===== src/rtl/mem_pkg.sv =====
`default_nettype none
// +--------------------------------------------------------------+
// | mem_pkg : size encodings, FSM state and byte-lane helpers     |
// | Rev 1.0                                                       |
// +--------------------------------------------------------------+
package mem_pkg;

   localparam logic [1:0] SZ_BYTE = 2'b00;
   localparam logic [1:0] SZ_HALF = 2'b01;
   localparam logic [1:0] SZ_WORD = 2'b10;

   typedef enum logic [0:0] {
      ST_IDLE   = 1'b0,
      ST_ACCESS = 1'b1
   } state_t;

   function automatic logic [3:0] byte_enable(input logic [1:0] size, input logic [1:0] lane);
      logic [3:0] be;
      case (size)
         SZ_BYTE: be = 4'b0001 << lane;
         SZ_HALF: be = 4'b0011 << lane;
         SZ_WORD: be = 4'b1111;
         default: be = 4'b0000;
      endcase
      return be;
   endfunction

   // Reserved size 11 is reported as misaligned so it never reaches the RAM.
   function automatic logic is_misaligned(input logic [1:0] size, input logic [1:0] lane);
      logic bad;
      case (size)
         SZ_BYTE: bad = 1'b0;
         SZ_HALF: bad = lane[0];
         SZ_WORD: bad = (lane != 2'b00);
         default: bad = 1'b1;
      endcase
      return bad;
   endfunction

endpackage
`default_nettype wire


===== src/rtl/load_align.sv =====
`default_nettype none
// +--------------------------------------------------------------+
// | load_align : lane select and sign/zero extension of load data |
// | Rev 1.0                                                       |
// +--------------------------------------------------------------+
module load_align
   import mem_pkg::*;
(
   input  logic [31:0] rdata,
   input  logic [1:0]  lane,
   input  logic [1:0]  size,
   input  logic        is_unsigned,
   output logic [31:0] result
);

   logic [7:0]  byte_val;
   logic [15:0] half_val;

   always_comb begin
      byte_val = rdata[8*lane +: 8];
      half_val = lane[1] ? rdata[31:16] : rdata[15:0];
      case (size)
         SZ_BYTE: result = {{24{~is_unsigned & byte_val[7]}}, byte_val};
         SZ_HALF: result = {{16{~is_unsigned & half_val[15]}}, half_val};
         default: result = rdata;
      endcase
   end

endmodule
`default_nettype wire


===== src/rtl/mem_access_stage.sv =====
`default_nettype none
// +--------------------------------------------------------------+
// | mem_access_stage : pipeline memory stage with RAM timeout     |
// | Rev 1.0                                                       |
// +--------------------------------------------------------------+
module mem_access_stage
   import mem_pkg::*;
#(
   parameter int ADDR_W  = 32,
   parameter int TIMEOUT = 16
)(
   input  logic              clk,
   input  logic              rst_n,
   input  logic              req_valid,
   output logic              req_ready,
   input  logic              req_mem_op,
   input  logic              req_write,
   input  logic [1:0]        req_size,
   input  logic              req_unsigned,
   input  logic [ADDR_W-1:0] req_addr,
   input  logic [31:0]       req_wdata,
   input  logic [31:0]       req_alu_result,
   input  logic [4:0]        req_rd,
   input  logic              req_reg_write,
   output logic              mem_en,
   output logic [3:0]        mem_we,
   output logic [ADDR_W-3:0] mem_addr,
   output logic [31:0]       mem_wdata,
   input  logic [31:0]       mem_rdata,
   input  logic              mem_ack,
   output logic              wb_valid,
   output logic              data_read,
   output logic [31:0]       data_result,
   output logic [31:0]       alu_result,
   output logic [4:0]        wb_rd,
   output logic              wb_reg_write,
   output logic              misalign_err,
   output logic              bus_err
);

   localparam int CNT_W = $clog2(TIMEOUT);

   state_t             state;
   logic [CNT_W-1:0]   cnt;
   logic               lat_write;
   logic [1:0]         lat_size;
   logic               lat_unsigned;
   logic [1:0]         lat_lane;
   logic [31:0]        lat_alu;
   logic [4:0]         lat_rd;
   logic               lat_regw;

   logic               accept;
   logic               misal;
   logic [31:0]        rep_wdata;
   logic [31:0]        load_value;

   assign accept = req_valid && req_ready;
   assign misal  = is_misaligned(req_size, req_addr[1:0]);

   always_comb begin
      case (req_size)
         SZ_BYTE: rep_wdata = {4{req_wdata[7:0]}};
         SZ_HALF: rep_wdata = {2{req_wdata[15:0]}};
         default: rep_wdata = req_wdata;
      endcase
   end

   load_align u_load_align (
      .rdata       (mem_rdata),
      .lane        (lat_lane),
      .size        (lat_size),
      .is_unsigned (lat_unsigned),
      .result      (load_value)
   );

   always_ff @(posedge clk or negedge rst_n) begin
      if (!rst_n) begin
         state        <= ST_IDLE;
         cnt          <= '0;
         req_ready    <= 1'b0;
         mem_en       <= 1'b0;
         mem_we       <= 4'b0000;
         mem_addr     <= '0;
         mem_wdata    <= '0;
         wb_valid     <= 1'b0;
         data_read    <= 1'b0;
         data_result  <= '0;
         alu_result   <= '0;
         wb_rd        <= '0;
         wb_reg_write <= 1'b0;
         misalign_err <= 1'b0;
         bus_err      <= 1'b0;
         lat_write    <= 1'b0;
         lat_size     <= 2'b00;
         lat_unsigned <= 1'b0;
         lat_lane     <= 2'b00;
         lat_alu      <= '0;
         lat_rd       <= '0;
         lat_regw     <= 1'b0;
      end else begin
         wb_valid     <= 1'b0;
         misalign_err <= 1'b0;
         bus_err      <= 1'b0;
         case (state)
            ST_IDLE: begin
               req_ready <= 1'b1;
               if (accept) begin
                  if (!req_mem_op || misal) begin
                     wb_valid     <= 1'b1;
                     data_read    <= 1'b0;
                     alu_result   <= req_alu_result;
                     wb_rd        <= req_rd;
                     wb_reg_write <= req_reg_write && !req_mem_op;
                     misalign_err <= req_mem_op;
                  end else begin
                     state        <= ST_ACCESS;
                     req_ready    <= 1'b0;
                     cnt          <= '0;
                     mem_en       <= 1'b1;
                     mem_addr     <= req_addr[ADDR_W-1:2];
                     mem_we       <= req_write ? byte_enable(req_size, req_addr[1:0]) : 4'b0000;
                     mem_wdata    <= rep_wdata;
                     lat_write    <= req_write;
                     lat_size     <= req_size;
                     lat_unsigned <= req_unsigned;
                     lat_lane     <= req_addr[1:0];
                     lat_alu      <= req_alu_result;
                     lat_rd       <= req_rd;
                     lat_regw     <= req_reg_write;
                  end
               end
            end
            ST_ACCESS: begin
               // An ack arriving on the expiry cycle still completes normally.
               if (mem_ack || cnt == CNT_W'(TIMEOUT - 1)) begin
                  state        <= ST_IDLE;
                  req_ready    <= 1'b1;
                  mem_en       <= 1'b0;
                  mem_we       <= 4'b0000;
                  wb_valid     <= 1'b1;
                  alu_result   <= lat_alu;
                  wb_rd        <= lat_rd;
                  if (mem_ack) begin
                     data_read    <= !lat_write;
                     wb_reg_write <= !lat_write && lat_regw;
                     if (!lat_write)
                        data_result <= load_value;
                  end else begin
                     bus_err      <= 1'b1;
                     data_read    <= 1'b0;
                     wb_reg_write <= 1'b0;
                  end
               end else begin
                  cnt <= cnt + CNT_W'(1);
               end
            end
            default: state <= ST_IDLE;
         endcase
      end
   end

endmodule
`default_nettype wire


===== config.mk =====
export PLATFORM = sky130hd
export DESIGN_NAME = mem_access_stage
export DESIGN_NICKNAME = d
export VERILOG_FILES = /design/src/rtl/mem_pkg.sv /design/src/rtl/load_align.sv /design/src/rtl/mem_access_stage.sv
export SDC_FILE = /design/constraint.sdc
export NUM_CORES = 1
export LEC_CHECK = 0
export ABC_AREA = 1
export BUFFER_PORTS_ARGS = -buffer_cell sky130_fd_sc_hd__clkbuf_2
export CAP_MARGIN = 20
export CORE_MARGIN = 2
export CORE_UTILIZATION = 46
export CTS_BUF_LIST = sky130_fd_sc_hd__clkbuf_4 sky130_fd_sc_hd__clkbuf_8 sky130_fd_sc_hd__clkbuf_16
export CTS_CLUSTER_DIAMETER = 150
export DETAILED_ROUTE_END_ITERATION = 12
export GPL_TIMING_DRIVEN = 1
export MAX_ROUTING_LAYER = met4
export PLACE_DENSITY_LB_ADDON = 0.2
export SKIP_CTS_REPAIR_TIMING = 1
export SYNTH_ARGS = -nofsm -noshare
export SYNTH_HDL_FRONTEND = slang
export SYNTH_SLANG_ARGS = --single-unit

===== constraint.sdc =====
create_clock -name clk -period 1.6 [get_ports clk]
set_clock_uncertainty 0.05 [all_clocks]
set_input_delay 0.24 -clock clk [delete_from_list [all_inputs] [get_ports clk]]
set_output_delay 0.24 -clock clk [all_outputs]
set_load 0.02 [all_outputs]

-- Word level (Yosys, flattened, before mapping)
Index checks and enable logic that the tools add are counted.
W data, S select, Z words.
- word-level logic and storage cells: 109
- flip-flop bits (word level): 191
- reductions and logical operators: 15
- muxes and demuxes: 53
- equal/unequal tests: 9
- shifts and indexed selects: 3
- add/subtract/negate cells: 1
- bitwise gates (word level): 6
- operators by type and width (operator ; number):
    $pmux W32 S2 ; 3
    $mux W32 ; 3
    $shiftx A32 B6 Y8 ; 1
    $mux W4 ; 7
    $mux W1 ; 25
    $mux W16 ; 1
    $pmux W4 S2 ; 2
    $mux W5 ; 3
    $pmux W1 S2 ; 6
    $pmux W4 S3 ; 1
    $reduce_and A3 Y1 ; 4
    $pmux W5 S2 ; 1
    $ne A2 B2 Y1 const B ; 4
    $add A4 B1 Y4 const B ; 1
    $eq A2 B1 Y1 const B ; 2
    $eq A4 B4 Y1 const B ; 1
    $logic_not A2 Y1 ; 2
    $not A1 Y1 ; 4
    $reduce_and A4 Y1 ; 1
    $shl A1 B2 Y4 const A ; 1
    $shl A2 B2 Y4 const A ; 1
    $logic_and A1 B1 Y1 ; 3
    $pmux W1 S3 ; 1
    $and A1 B1 Y1 ; 2
    5 further kinds ; 7

-- Depth between registers and ports, before layout
- word-level depth: 6
- mapped depth: 10
- gate-level depth less buffers: 10

-- Hierarchy
From an unflattened synthesis, not the netlist that was laid out.
- cell total of the unflattened synthesis: 1085
- area, all modules: 9262.6 sq um
- modules (own cells, without submodules) (module ; area an instance (sq um) ; seq. area each (sq um) ; times used ; cells each):
    mem_access_stage ; 8341.8 ; 4779.6 ; 1 ; 931
    load_align ; 920.9 ; 0.0 ; 1 ; 154

-- Worst setup path after synthesis
No wires, ideal clock.
- path type: reg-to-reg
- start point: register cnt[0]
- end point: register data_read
- arrival time: 1.340 ns
- path buffers: 1
- cell stages (with the launch flop): 10
- slack: 0.142 ns
- period minus slack after synthesis: 1.458 ns
- data required time: 1.482 ns
- cell sequence: dfrtp_1 > ha_1 > nand2_1 > inv_1 > nand2_1 > nand3_1 > nand3_1 > buf_2 > nand2_1 > nand2_1
- cells in the longest elaborated chain, start to end: 4
- ends and longest elaborated chain (element ; line ; RTL):
    start, declared ; mem_access_stage.sv:44 ; logic [CNT_W-1:0] cnt;
    start signal, assigned ; mem_access_stage.sv:155 ; cnt <= cnt + CNT_W'(1);
    $eq A4 B4 Y1 ; mem_access_stage.sv:136 ; if (mem_ack || cnt == CNT_W'(TIMEOUT - 1)) begin
    $logic_or A1 B1 Y1 ; mem_access_stage.sv:136 ;
    $ne A2 B1 Y1 (no line) ; -- ;
    $reduce_and A3 Y1 (no line) ; -- ;
    end signal, assigned ; mem_access_stage.sv:145 ; data_read <= !lat_write;
    end, declared ; mem_access_stage.sv:32 ; output logic data_read,
Every way passes these cells.
A chain may end at the register's enable or synchronous reset.

-- Worst setup path after layout
- start point: register cnt[0]
- end point: register alu_result[16]
- cells in the longest elaborated chain, start to end: 4
- ends and longest elaborated chain (element ; line ; RTL):
    $eq A4 B4 Y1 ; mem_access_stage.sv:136 ;
    $logic_or A1 B1 Y1 ; mem_access_stage.sv:136 ;
    $ne A2 B1 Y1 (no line) ; -- ;
    $reduce_and A3 Y1 (no line) ; -- ;
    end signal, assigned ; mem_access_stage.sv:112 ; alu_result <= req_alu_result;
    end signal, assigned ; mem_access_stage.sv:142 ; alu_result <= lat_alu;
    end, declared ; mem_access_stage.sv:34 ; output logic [31:0] alu_result,
Every way passes these cells.

==> summary.md <==
| Metric | Value |
|---|---|
| Worst-margin pin slew | 584 ps |
| Initial DRC count | 506 |
| Share of layout cells above drive strength 1 | 27.0% |
| Total Neg Setup Slack | 0 ps |
| H-tree depth | 4 |
| Initial Utilization | 46.8% |
| Die W | 142 um |
| Pin count of the biggest net entering global routing | 78 |
| Clock Sink Count | 191 |
| Post-synthesis register bit count | 191 |
| Hold slack final | -16.0 ps |
| CORE AREA | 0.0186 sq mm |
| Area leader, netlist | dfrtp_1 |
| Share of the synthesized area in the top cell type | 54.7% |
| Hold Path Class | in -> reg |
| Final worst path period share | 95.2% |
| Synth warn | 0 |
| Clk pin slew, worst setup/hold paths | 70 ps |
| Asr flop ratio synth | 100% |
| Io pins | 285 |
| CP startpoint kind | flip-flop |
| Final worst slack | 76.7 ps |
| Max-cap violations | 0 |
| Antenna violations before repair | 0 |
| Rel. slew slack | 61.1% |
| DRC viols | 0 |
| Library cells used by synthesis | 30 |
| Post-Synthesis Net Count | 1220 |
| Final ANT Viol Nets | 0 |
| Final Hold Fails | 4 |
| Root Buffer | clkbuf_16 |
| N_diodes | 0 |
| Maximum vdd drop | 0.809 mV |
| Global-route wire length before repair | 37900 um |
| Final Setup Violations | 0 |
| DP Wirelength | 16700 um |
| Util after Layout | 61.1% |
| TritonRoute pass-1 iters | 8 |
| Fmax | 656 MHz |
| CTS tree | done |
| Vias after detailed routing | 8181 |
| Minimum clock period | 1520 ps |
| Nature of the critical path endpoint | flip-flop |
| Number of synthesized flops with an enable pin | 0 |
| Status | finished, violations left |
| Pre-CTS setup slack | 43.9 ps |
| Row cnt | 50 |
| Critical Path RT | 1920 ps |
| GRT Overall Usage | 24.6% |
| Detailed-route vias per instance | 5.04 |
| Die height | 142 um |
| Bufs on Longest Clock Path | 2 |
| Crit path max fanout | 13 |
| Pwr/cell area | 1500 mW/mm^2 |
| Final cell count without fillers | 1622 |
| Final Wtd Congestion | 0.834 |
| Ys flop type | dfrtp_1 |
| RSZ-0062 raised after global routing | yes |
| TritonCTS buffer count | 17 |
| Syn Inst Count | 1076 |
| Die area | 0.0201 sq mm |
| Failing checks | hold timing |
| Critical Path AT | 1840 ps |
| Slew Viols, Final | 0 |
| Clock Latency Late Sink | 430 ps |
| Grt ovf | 0 |
| Mean Syn Cell Area | 8.11 sq um |
| Nets@finish | 1519 |
| Mapped cell area | 0.00873 sq mm |
| Number of global-route vias before repair | 7529 |
| Register area share after synthesis | 54.7% |
| Leak | 6.28 nW |
| Count of input and output buffers | 284 |
| Crit Path Category | reg -> reg |
| Wire per inst | 15.0 um |
| Synth area leaders | dfrtp_1, nand2_1, o21ai_0 |
| Area growth syn-to-layout | 30.5% |
| Placed Cells | 1558 |
| Routed WL | 24300 um |
[stage by stage]
stage               area [sq um]  total power, mW
global route               11400             18.2
CTS                        11000             17.1
floorplan                   8730             10.6
detailed placement         10400             12.8
finish                     11400             17.1
global placement           10400             12.7
[cells in the final DEF, fill, tap and decap left out, types with 9 or more instances in the layout]
master and instances:
clkbuf_2 283, buf_4 17, inv_1 69, nand2_1 441, or2_2 9, o211ai_1 9, nor2_1 24, dfrtp_1 190
nand4_1 39, clkbuf_16 18, nand3_1 15, a21oi_1 64, buf_12 9, dlygate4sd3_1 31, o21ai_0 120
[state kept, by name (all words and copies together) (netlist names)]
| name | cells |
|---|---|
| wb_valid | 1 |
| mem_wdata | 32 |
| lat_alu | 32 |
| lat_size | 2 |
| wb_rd | 5 |
| req_ready | 1 |
| misalign_err | 1 |
| data_result | 32 |
| bus_err | 1 |
| lat_regw | 1 |
| wb_reg_write | 1 |
| lat_unsigned | 1 |
| mem_en | 1 |
| data_read | 1 |
| lat_rd | 5 |
| lat_lane | 2 |
| alu_result | 32 |
| mem_addr | 30 |
| state | 1 |
| lat_write | 1 |
| cnt | 4 |
| mem_we | 4 |
[cell type report]
| cell class | count | area, sq um |
|---|---|---|
| Fill cell | 1706 | 7250 |
| Sequential cell | 191 | 4780 |
| Tap cell | 234 | 293 |
| Clock buffer | 18 | 439 |
| Timing Repair Buffer | 346 | 2120 |
| Inverter | 74 | 278 |
| Multi-Input combinational cell | 745 | 3340 |
| Clock inverter | 14 | 148 |
[metal layers]
metal  share of wire (%)  up-vias  global-route usage (%)  wire length (um)
li1                    -     4040                       -                 -
met1                  43     3830                    31.8             10400
met2                  48      275                    37.8             11700
met3                 7.1       36                    6.24              1730
met4                 2.2        0                    8.63               532
met5                   0        -                       -                 0
[critical path: stages (launching register included)]
cell	delay, ps
dfrtp_1	410
ha_1	220
nand2_1	60
inv_1	60
nand2_2	100
nand3_4	110
nand3_4	160
clkbuf_16	190
nand2_1	50
nand2_1	50
[path summary, 6_finish.rpt]
| path | cells past startpoint | endpoint | start | slack, ps |
|---|---|---|---|---|
| max | 9 | alu_result[16]$_DFFE_PN0P_ | cnt[0]$_DFFE_PN0P_ | 80 |
| min | 3 | lat_unsigned$_DFFE_PN0P_ | req_unsigned | -20 |
| max reg2reg | 9 | alu_result[16]$_DFFE_PN0P_ | cnt[0]$_DFFE_PN0P_ | 80 |
| min reg2reg | 2 | data_read$_DFFE_PN0P_ | data_read$_DFFE_PN0P_ | 420 |
| max in group asynchronous | 3 | mem_addr[19]$_DFFE_PN0P_ | rst_n | 630 |
| min in group asynchronous | 2 | alu_result[5]$_DFFE_PN0P_ | rst_n | 240 |
[synth_stat cells (3+ instances only)]
library cell	number
clkbuf_1	26
o211ai_1	9
inv_2	3
nand3_1	17
a21oi_1	64
inv_1	70
dfrtp_1	191
nor2_1	24
o21ai_1	4
buf_2	21
or2_2	9
o21ai_0	120
nand4_1	39
nand2_1	444
buf_4	9
buf_6	9
[cells by family after synthesis]
kind of cell	after synthesis	synth area share [%]
multiplexers	1	0.115
AO/OA/AOI/OAI	199	11.8
XOR/XNOR	1	0.100
adder cells (fa/ha/maj)	1	0.143
buffers and inverters	140	7.48
flip-flops	191	54.7
AND/OR/NAND/NOR	543	25.7
[power by group]
part / switching [mW] / leakage (nW) / total (mW) / internal (mW)
combinational: 3.73 / 3.62 / 5.70 / 1.97
clock: 2.02 / 0.285 / 4.28 / 2.25
sequential: 0.861 / 2.37 / 7.13 / 6.27
No activity file was read; power rests on OpenSTA's default activity.
